File: src/rtl/riscv_pkg.sv
// Shared definitions for the MEM-stage load/store unit.
// Contents:
//   - funct3 encodings for the load/store access size and sign
//   - byte-enable patterns for byte / half / word accesses
//   - LSU state enum
//   - access_legal(): decides whether an IDLE-cycle request may go to the bus
package riscv_pkg;

    localparam logic [2:0] F3_B  = 3'b000;
    localparam logic [2:0] F3_H  = 3'b001;
    localparam logic [2:0] F3_W  = 3'b010;
    localparam logic [2:0] F3_BU = 3'b100;
    localparam logic [2:0] F3_HU = 3'b101;

    localparam logic [3:0] BE_BYTE = 4'b0001;
    localparam logic [3:0] BE_HALF = 4'b0011;
    localparam logic [3:0] BE_WORD = 4'b1111;

    typedef enum logic [1:0] {
        IDLE = 2'd0,
        BUSY = 2'd1,
        DONE = 2'd2
    } lsu_state_t;

    // A request is legal only if it is exactly one of load/store, the funct3
    // is defined for that direction (unsigned variants exist only for loads),
    // and the address is naturally aligned to the access size.
    function automatic logic access_legal(input logic       rd,
                                          input logic       wr,
                                          input logic [2:0] f3,
                                          input logic [1:0] off);
        logic ok;
        ok = 1'b0;
        if (rd ^ wr) begin
            case (f3)
                F3_B:    ok = 1'b1;
                F3_BU:   ok = rd;
                F3_H:    ok = ~off[0];
                F3_HU:   ok = rd & ~off[0];
                F3_W:    ok = (off == 2'b00);
                default: ok = 1'b0;
            endcase
        end
        return ok;
    endfunction

endpackage

File: src/rtl/load_align_ext.sv
// Combinational load-data extraction.
// Selects the addressed byte or halfword out of the 32-bit read word and
// sign- or zero-extends it according to funct3; words pass through.
// Ports:
//   rdata  in  32  read word from the data bus
//   addr   in  2   low byte-address bits of the access
//   funct3 in  3   access size/sign
//   result out 32  extended load value
module load_align_ext
    import riscv_pkg::*;
(
    input  logic [31:0] rdata,
    input  logic [1:0]  addr,
    input  logic [2:0]  funct3,
    output logic [31:0] result
);

    logic [7:0]  byte_v;
    logic [15:0] half_v;

    // Shift the addressed lane down to bit 0, then extend by size/sign.
    always_comb begin
        byte_v = 8'(rdata >> {addr, 3'b000});
        half_v = 16'(rdata >> {addr[1], 4'b0000});
        case (funct3)
            F3_B:    result = {{24{byte_v[7]}}, byte_v};
            F3_BU:   result = {24'd0, byte_v};
            F3_H:    result = {{16{half_v[15]}}, half_v};
            F3_HU:   result = {16'd0, half_v};
            default: result = rdata;
        endcase
    end

endmodule

File: src/rtl/mem_stage_lsu.sv
// MEM-stage load/store unit.
// Checks the incoming EX/MEM request, places aligned byte lanes onto a
// req/ready data bus with variable latency, and returns the extended load
// result to MEM/WB. stall_MEM freezes the upstream pipeline registers from
// the cycle the access is accepted until the completion cycle.
// Ports:
//   clk, reset             clock; synchronous active-high reset
//   ALUresult_MEM  in  32  effective byte address
//   data2_MEM      in  32  store data
//   MemRead_MEM    in  1   load request
//   MemWrite_MEM   in  1   store request
//   funct3_MEM     in  3   access size/sign
//   mem_req        out 1   bus request, held until ready or timeout
//   mem_we         out 1   1 = store
//   mem_addr       out 32  word address
//   mem_wdata      out 32  lane-replicated store data
//   mem_be         out 4   byte enables
//   mem_ready      in  1   bus completion strobe
//   mem_rdata      in  32  read word, valid with mem_ready
//   read_data_MEM  out 32  extended load result
//   stall_MEM      out 1   hold upstream registers
//   exc_MEM        out 1   one-cycle pulse on an illegal/misaligned request
//   bus_err_MEM    out 1   one-cycle pulse on bus timeout
module mem_stage_lsu
    import riscv_pkg::*;
#(
    parameter int unsigned TIMEOUT_CYCLES = 255,
    parameter int unsigned CNT_W          = 8
) (
    input  logic        clk,
    input  logic        reset,
    input  logic [31:0] ALUresult_MEM,
    input  logic [31:0] data2_MEM,
    input  logic        MemRead_MEM,
    input  logic        MemWrite_MEM,
    input  logic [2:0]  funct3_MEM,
    output logic        mem_req,
    output logic        mem_we,
    output logic [31:0] mem_addr,
    output logic [31:0] mem_wdata,
    output logic [3:0]  mem_be,
    input  logic        mem_ready,
    input  logic [31:0] mem_rdata,
    output logic [31:0] read_data_MEM,
    output logic        stall_MEM,
    output logic        exc_MEM,
    output logic        bus_err_MEM
);

    // Counter value seen in the last BUSY cycle before a timeout is declared.
    localparam logic [CNT_W-1:0] CNT_LAST = CNT_W'(TIMEOUT_CYCLES - 1);

    lsu_state_t       state;
    lsu_state_t       state_next;
    logic [CNT_W-1:0] cnt;
    logic [1:0]       off_q;
    logic [2:0]       f3_q;
    logic             req_any;
    logic             req_ok;
    logic             start;
    logic             illegal;
    logic             timeout;
    logic [3:0]       be_calc;
    logic [31:0]      wdata_calc;
    logic [31:0]      load_ext;

    load_align_ext u_align (
        .rdata  (mem_rdata),
        .addr   (off_q),
        .funct3 (f3_q),
        .result (load_ext)
    );

    // Request classification; only meaningful while IDLE.
    always_comb begin
        req_any = MemRead_MEM | MemWrite_MEM;
        req_ok  = access_legal(MemRead_MEM, MemWrite_MEM, funct3_MEM, ALUresult_MEM[1:0]);
        start   = (state == IDLE) && req_any && req_ok;
        illegal = (state == IDLE) && req_any && !req_ok;
        timeout = (state == BUSY) && !mem_ready && (cnt == CNT_LAST);
    end

    // Byte-lane placement: data is replicated across lanes so the bus only
    // has to honour the byte enables.
    always_comb begin
        case (funct3_MEM[1:0])
            2'b00: begin
                be_calc    = BE_BYTE << ALUresult_MEM[1:0];
                wdata_calc = {4{data2_MEM[7:0]}};
            end
            2'b01: begin
                be_calc    = BE_HALF << {ALUresult_MEM[1], 1'b0};
                wdata_calc = {2{data2_MEM[15:0]}};
            end
            default: begin
                be_calc    = BE_WORD;
                wdata_calc = data2_MEM;
            end
        endcase
    end

    // State register.
    always_ff @(posedge clk) begin
        if (reset) begin
            state <= IDLE;
        end else begin
            state <= state_next;
        end
    end

    // Next-state logic. DONE always returns to IDLE so the request that is
    // still present on the inputs during DONE is never issued twice.
    always_comb begin
        state_next = state;
        case (state)
            IDLE:    if (start) state_next = BUSY;
            BUSY:    if (mem_ready || timeout) state_next = DONE;
            DONE:    state_next = IDLE;
            default: state_next = IDLE;
        endcase
    end

    // Stall is combinational so the upstream registers already hold in the
    // accept cycle; it drops in DONE so they advance on that edge.
    always_comb begin
        stall_MEM = !reset && (start || (state == BUSY));
    end

    // Bus-side registers, timeout counter, load result and status pulses.
    always_ff @(posedge clk) begin
        if (reset) begin
            mem_req       <= 1'b0;
            mem_we        <= 1'b0;
            mem_addr      <= 32'd0;
            mem_wdata     <= 32'd0;
            mem_be        <= 4'd0;
            read_data_MEM <= 32'd0;
            exc_MEM       <= 1'b0;
            bus_err_MEM   <= 1'b0;
            cnt           <= '0;
            off_q         <= 2'd0;
            f3_q          <= 3'd0;
        end else begin
            exc_MEM     <= illegal;
            bus_err_MEM <= timeout;
            case (state)
                IDLE: begin
                    if (start) begin
                        mem_req   <= 1'b1;
                        mem_we    <= MemWrite_MEM;
                        mem_addr  <= {ALUresult_MEM[31:2], 2'b00};
                        mem_be    <= be_calc;
                        mem_wdata <= wdata_calc;
                        off_q     <= ALUresult_MEM[1:0];
                        f3_q      <= funct3_MEM;
                        cnt       <= '0;
                    end
                end
                BUSY: begin
                    cnt <= cnt + 1'b1;
                    if (mem_ready) begin
                        mem_req <= 1'b0;
                        if (!mem_we) begin
                            read_data_MEM <= load_ext;
                        end
                    end else if (timeout) begin
                        mem_req       <= 1'b0;
                        read_data_MEM <= 32'd0;
                    end
                end
                default: begin
                    cnt <= '0;
                end
            endcase
        end
    end

endmodule

File: config.mk
export PLATFORM = sky130hd
export DESIGN_NAME = mem_stage_lsu
export DESIGN_NICKNAME = d
export VERILOG_FILES = /design/src/rtl/riscv_pkg.sv /design/src/rtl/load_align_ext.sv /design/src/rtl/mem_stage_lsu.sv
export SDC_FILE = /design/constraint.sdc
export NUM_CORES = 1
export LEC_CHECK = 0
export CORE_MARGIN = 1.5
export CORE_UTILIZATION = 30
export CTS_CLUSTER_SIZE = 24
export DETAILED_ROUTE_END_ITERATION = 8
export SYNTH_ARGS = -nofsm -noshare
export SYNTH_HDL_FRONTEND = slang
export SYNTH_SLANG_ARGS = --single-unit
File: constraint.sdc
create_clock -name clk -period 2.5 [get_ports clk]
set_input_delay 0.5 -clock clk [delete_from_list [all_inputs] [get_ports clk]]
set_output_delay 0.5 -clock clk [all_outputs]
set_load 0.1 [all_outputs]
==> summary.md, run 1 <==
| Metric | Value |
|---|---|
| Outcome | finished clean |
| Final wirelength | 17960 µm |
| Power density normalized to cell area | 706.5 nW/µm² |
| Max Cap Viol | 0 |
| Number of nets at the end of the flow | 943 |
| Class of the worst hold path | primary input to flip-flop |
| Startpoint of the worst register-to-register path | off_q[1]$_SDFFE_PP0P_ |
| Cell Chain, Critical Path | clkdlybuf4s50_1, o21ai_2, and4b_2, nand2_2, a21oi_4, buf_12 |
| Initial core utilization | 0.3051 |
| Drt initial violations | roughly 320 |
| Count of vias placed by the detailed router | between 5000 and 6000 |
| CTS Sinks | ~120 |
| Sequential-to-total area share from yosys stat | 0.4289 |
| Share of the synthesized area in the top cell type | 0.4289 |
| Number of inserted filler cells in the final layout | ~1800 |
| Setup repair after global routing missed its margin | false |
| Worst skew pair latency | approximately 0.42 ns |
| Count of buffers inserted at the top-level ports | between 200 and 250 |
| Path type of the worst setup path | primary input to primary output |
| Avg Inst Size Synth | between 8 and 9 µm² |
| Global-route total usage across every layer | 0.1892 |
| FF-to-FF End | read_data_MEM[4]$_SDFFE_PP0P_ |
| Period minus WS final | roughly 2.4 ns |
| Initial antenna violation count | 1 |
| Path depth of the worst reg2reg path | 5 |
| Maximum clock skew at final layout | just under 0.004 ns |
| Delay of the slowest cell on the worst path | about 0.47 ns |
| Final setup margin | between 0.1 and 0.15 ns |
| Cell taking the most area after synthesis | dfxtp_1 |
| Sink of the worst hold path | mem_we$_SDFFE_PP0P_ |
| Clock input transition at the sequential cells of the worst setup and hold paths | 0.05 ns |
| Final setup violation count | 0 |
| Die H | roughly 140 µm |
| Cell class contributing the biggest share of worst-path delay | buffers and inverters |
| Remaining global-route overflow | 0 |
| Chip width | roughly 140 µm |
| CTS tree | done |
| Area of the core region | 17900 µm² |
| Final critical-path share of the clock period | 0.9467 |
| Count of pins over their slew limit | 0 |
| Most numerous cell in the Yosys netlist | dfxtp_1 |
| Primary flip-flop cell chosen by synthesis mapping | dfxtp_1 |
| Final non-filler cell area | approximately 8200 µm² |
| Worst Setup End Kind | primary output |
| Peak supply drop | a little under 0.0005 V |
| Post-CTS Hold Fix Bufs | 0 |
| Leading cell types by total area after synthesis | dfxtp_1, a21oi_1, o21ai_0, nand3_1, mux2i_1 |
| CP arrival | around 1.9 ns |
| Max Buffers Root-to-Sink | 2 |
| DRC | 0 |
| Data required time at the worst endpoint | roughly 2.0 ns |
| Cell Area, Placed | around 7600 µm² |
| RD Place Congestion | between 0.7 and 0.8 |
| Most used standard cells in the synthesized netlist | dfxtp_1, a21oi_1, o21ai_0, nand3_1, clkbuf_1 |
| FFs w/ async S/R, synth | 0 |
| Wirelength per Cell | between 15 and 20 µm |
| Cell depth of the worst hold path | 3 |
| Share of post-route cells with drive strength above 1 | 0.2285 |
| Cell chosen for the clock root | clkbuf_16 |
| Measured slew at the worst slew-check pin | between 0.5 and 0.6 ns |
| Number of nets still failing antenna checks after routing | 0 |
| First-pass GRT wire length | roughly 28000 µm |
| Number of global-route vias before repair | 5321 |
| Setup Slack @ Placement | -0.04398 ns |
| CTS buffer count | 17 |
| Maximum number of pins on one net before global-route repair | a little under 50 |
| I/O Pins | about 210 |
| Hold violation total from the final report | 0 |
| Fmax achieved | between 400 and 500 MHz |
| EDFF count, synth | 0 |
| Synthesized netlist cell count | around 640 |
| Launching element type of the critical path | primary input |
| Syn Std Cell Area | around 5500 µm² |
| Yosys Warn Count | 0 |
| Number of H-tree levels | 4 |
| Number of unique standard cell types used by synthesis | 54 |
| Largest fanout on the critical path | 3 |
| Number of inserted diodes | 0 |
| Rel. slew slack | 0.6233 |
| Row Count | 49 |
| Post-synthesis register bit count | ~120 |
| Placed wire-length estimate | roughly 12000 µm |
| Reg2reg setup slack | between 0.6 and 0.7 ns |
| Area added between synthesis and finish | 51.04% |
| Worst hold start | MemWrite_MEM |
| Die Area | ~19000 µm² |
| Static Leakage | 3.157 nW |
| Slowest CP cell | clkdlybuf4s50_1 |
| Setup Buffers After CTS | 0 |
| TritonRoute pass-1 iters | 4 |
| Vias per Instance | between 5 and 6 |
| Count of buffering cells on the critical path with inverters included | 2 |
-- sequential cells by signal, summed over array words and instances (netlist names) --
signal	flops
off_q	2
bus_err_MEM	1
read_data_MEM	32
mem_wdata	32
mem_req	1
cnt	8
state	2
mem_addr	30
mem_be	4
exc_MEM	1
mem_we	1
f3_q	3
-- worst min-delay path: cells and delay by family --
family / cells / cell delay [ns]
and+or+nand+nor: 1 / 0.07
AOI/OAI and AO/OA: 1 / 0.06
buffers and inverters: 1 / 0.13
-- worst max-delay path by stage --
stage | slack, ns | endpoint | from | cells after the start
global placement | -0.03 | stall_MEM | MemRead_MEM | 8
CTS | 0.003 | stall_MEM | MemWrite_MEM | 8
detailed placement | -0.04 | stall_MEM | MemRead_MEM | 8
global route | 0.05 | stall_MEM | funct3_MEM[0] | 6
finish | 0.13 | stall_MEM | funct3_MEM[0] | 6
floorplan | 0.02 | stall_MEM | MemRead_MEM | 8
-- layout make-up --
cell class / instances / area [µm²] / share of cell area
Multi-Input combinational cell: 448 / 2844 / 0.3448
Sequential cell: 117 / 2342 / 0.2839
Timing Repair Buffer: 241 / 2128 / 0.2580
Clock buffer: 24 / 511.7 / 0.06204
Tap cell: 229 / 286.5 / 0.03473
Clock inverter: 8 / 95.09 / 0.01153
Inverter: 11 / 41.29 / 0.005005
-- routing by layer --
| metal | routed length [µm] | global-route usage |
|---|---|---|
| met5 | 12 | 0 |
| met4 | 268 | 0.06424 |
| met3 | 1465 | 0.06981 |
| met2 | 8065 | 0.2927 |
| met1 | 8149 | 0.2427 |
-- placed cells by master, fill, tap and decap left out, drive strengths merged, types with 2 or more instances in the layout --
cell type and count:
a211oi 11, bufinv 2, o41ai 2, a311oi 12, mux2i 16, inv 11, nand2b 25, clkbuf 24
o2bb2ai 14, o22ai 3, clkinv 4, a31oi 3, nor4 2, a211o 5, mux4 2, nor2b 7
nand4 2, a21boi 6, mux2 9, nand2 26, or3 5, a22o 16, clkinvlp 2, o21ai 89
nand3b 2, a221o 2, a21oi 89, nand3 57, ha 3, nor2 9, dfxtp 117, and3b 5
nor3 5, buf 139, clkdlybuf4s50 99, dlymetal6s2s 2, and4 2, a41oi 2, conb 2, nand4b 2
-- through the flow --
| step | hold WS [ns] | cells | util | total power [mW] | TNS, ns |
|---|---|---|---|---|---|
| global route | 0.4104 | 1078 | 0.4608 | 6.043 | 0 |
| global placement | 0.4489 | 1046 | 0.4265 | 3.370 | -0.02935 |
| floorplan | 0.4908 | 639 | - | 2.911 | 0 |
| CTS | 0.4686 | 1078 | 0.4603 | 5.887 | 0 |
| finish | 0.4012 | 1078 | 0.4608 | 5.828 | 0 |
| detailed placement | 0.4558 | 1046 | 0.4265 | 3.370 | -0.04398 |
-- cell families after synthesis --
group,share of synthesized area
DFF,0.4289
other,0.0006866
AOI/OAI and AO/OA,0.2928
adders and majority gates,0.006874
xor gates and xnor gates,0.001604
buffers and inverters,0.06025
muxes,0.05613
and+or+nand+nor,0.1528
-- report_power, final --
part           internal, mW  switching [mW]
Clock                  1.62           0.882
Combinational         0.421           0.916
Sequential             1.94          0.0485
-- what timing repair did --
item,in CTS,in global routing
cloned,0,0
pin swaps,1,3
endpoints found under the hold margin,0,0
resized for setup,1,3
setup endpoints to repair,1,1
(Power assumes the default switching activity.)
==> run 2: changes to the inputs <==
- GPL_TIMING_DRIVEN: not set -> 0
- SLEW_MARGIN: not set -> 20
==> run 2 against run 1 <==
Fmax down 3.7%. Largest power group unchanged. Critical endpoint is now mem_be[3]. Total power grew 5.8%. Sequential cell count is the same. Register-to-register slack lost 0.26 ns. Highest routed layer unchanged. Worst setup slack lost 0.091 ns.
==> summary.md, run 2 (synthesis results as in run 1) <==
| Metric | Value |
|---|---|
| Outcome | finished clean |
| Setup repair after global routing missed its margin | false |
| Number of nets still failing antenna checks after routing | 0 |
| Worst skew pair latency | about 0.42 ns |
| Delay of the slowest cell on the worst path | about 1.2 ns |
| Row Count | between 40 and 50 |
| Remaining global-route overflow | 0 |
| Area added between synthesis and finish | 56.68% |
| Maximum clock skew at final layout | between 0.01 and 0.015 ns |
| Largest registers | mem_wdata (32), read_data_MEM (32), mem_addr (30) |
| Final setup violation count | 0 |
| Area of the core region | roughly 18000 µm² |
| Number of global-route vias before repair | between 5000 and 6000 |
| CTS buffer count | 17 |
| Chip width | between 100 and 150 µm |
| Drt initial violations | about 280 |
| Largest fanout on the critical path | 2 |
| Path type of the worst setup path | flip-flop to primary output |
| Max Cap Viol | 0 |
| Worst Setup End Kind | primary output |
| Count of pins over their slew limit | 0 |
| Measured slew at the worst slew-check pin | around 1.1 ns |
| Post-CTS Hold Fix Bufs | 0 |
| Data required time at the worst endpoint | roughly 2 ns |
| I/O Pins | ~210 |
| Count of buffering cells on the critical path with inverters included | 1 |
| Met2 usage in global routing | 0.3129 |
| Wirelength per Cell | approximately 18 µm |
| Static Leakage | between 2 and 3 nW |
| Final critical-path share of the clock period | 0.9832 |
| Global-route total usage across every layer | 0.2021 |
| Slowest CP cell | clkdlybuf4s50_1 |
| Placed cell count | between 1000 and 1500 |
| Max Buffers Root-to-Sink | 2 |
| First-pass GRT wire length | a little under 30000 µm |
| Global routing's busiest layer | met2 |
| CTS tree | done |
| RD Place Congestion | roughly 0.84 |
| CP arrival | 1.96 ns |
| Power density normalized to cell area | between 700 and 800 nW/µm² |
| Peak supply drop | ~0.00045 V |
| Class of the worst hold path | primary input to flip-flop |
| DRC | 0 |
| Maximum number of pins on one net before global-route repair | 20 |
| Fmax achieved | between 400 and 500 MHz |
| Die H | 137.9 µm |
| Met3 Track Usage GR | 0.06067 |
| Number of H-tree levels | 4 |
| Number of inserted diodes | 0 |
| CTS Sinks | 117 |
| Die Area | roughly 19000 µm² |
| Count of vias placed by the detailed router | roughly 5700 |
| Count of buffers inserted at the top-level ports | 205 |
| Final wirelength | about 19000 µm |
| Clock input transition at the sequential cells of the worst setup and hold paths | around 0.06 ns |
| Initial core utilization | 0.3051 |
| Placed wire-length estimate | 14500 µm |
| Top library cells by usage in the layout, fill and taps aside | clkdlybuf4s50_1, dfxtp_1, a21oi_1, o21ai_0, nand3_1 |
| TritonRoute pass-1 iters | 4 |
| Met1 layer usage reported by global route | 0.2649 |
| Cell class contributing the biggest share of worst-path delay | buffers and inverters |
| Number of inserted filler cells in the final layout | between 1500 and 2000 |
| Non-filler cells in the finished layout | approximately 1100 |
| Period minus WS final | between 2 and 2.5 ns |
| Initial antenna violation count | 1 |
| Launching element type of the critical path | flip-flop |
| Cell Chain, Critical Path | clkdlybuf4s50_1 |
| Cell chosen for the clock root | clkbuf_16 |
| Hold violation total from the final report | 0 |
| Leading cell type in the layout, fill and taps excluded | clkdlybuf4s50_1 |
| Vias per Instance | slightly above 5 |
| Number of nets at the end of the flow | ~970 |
| Rel. slew slack | 0.2843 |
| Aggregate negative setup slack | 0 ns |
| Share of post-route cells with drive strength above 1 | 0.08770 |
## run 2: changes by cell type in the layout (fill, tap and decap cells not counted), sizes merged, moves of 3 or more
cell,change
clkdlybuf4s50,+99
clkinv,-3
clkbuf,+34
bufinv,+4
dlygate4sd2,+4
buf,-113
inv,+4
## run 2: worst paths after layout
path	start	to	slack (ns)	cells after the start
setup / recovery	mem_be[3]$_SDFFE_PP0P_	mem_be[3]	0.04	1
hold / removal	reset	mem_wdata[9]$_SDFFE_PP0P_	0.40	2
setup reg to reg	state[0]$_SDFFE_PP0P_	cnt[2]$_SDFFE_PP0P_	0.40	6
hold reg to reg	read_data_MEM[9]$_SDFFE_PP0P_	read_data_MEM[9]$_SDFFE_PP0P_	0.46	1
## run 2: report_power, final
part	internal, mW	switching (mW)	total (mW)	leakage, nW
sequential	1.94	0.0436	1.98	0.949
combinational	0.427	0.944	1.37	1.69
clock	1.88	0.928	2.81	0.318
## run 2: worst register-to-register path: cells and delay by family, from the launching register on
| kind | cells | cell delay (ns) |
|---|---|---|
| AO/OA/AOI/OAI | 1 | 0.11 |
| buffers and inverters | 2 | 0.40 |
| flip-flops | 1 | 0.32 |
| AND/OR/NAND/NOR | 3 | 1.15 |
## run 2: area by class of cell
type | count | area, µm² | share of cell area
well taps | 229 | 286.5 | 0.03348
repair buffers | 209 | 2088 | 0.2440
flip-flops and latches | 117 | 2342 | 0.2737
inverters | 11 | 41.29 | 0.004825
clock buffers | 18 | 429.2 | 0.05015
plain buffers | 61 | 292.8 | 0.03422
clock inverters | 14 | 246.5 | 0.02881
multi-input cells | 448 | 2830 | 0.3307
## run 2: repair_timing
action / CTS / global route
endpoints found under the setup margin: 29 / 2
endpoints found under the hold margin: 0 / 0
gates resized for setup: 21 / 2
pin swaps: 3 / 0
setup buffers: 4 / 0
## run 2: routing by layer
layer  share of wire  vias up
li1                -     2811
met1            0.45     2640
met2            0.45      225
met3           0.077       37
met4           0.023        2
met5         0.00062        -
## run 2: through the flow
stage	util	setup slack, ns	total power, mW	instance area (µm²)	hold slack [ns]
after CTS	0.4776	0.01960	6.210	8551	0.3944
after floorplan	-	0.02015	2.911	5492	0.4908
after detailed placement	0.4374	-1.433	3.384	7830	0.4503
after global placement	0.4374	-1.408	3.384	7830	0.4458
after global routing	0.4780	0.01112	6.378	8557	0.4112
final	0.4780	0.04210	6.166	8557	0.4028
==> run 3: changes to the inputs <==
- GPL_ROUTABILITY_DRIVEN: not set -> 1
==> results of run 3 <==
The final DEF is identical to that of run 2; final timing and power are the same.
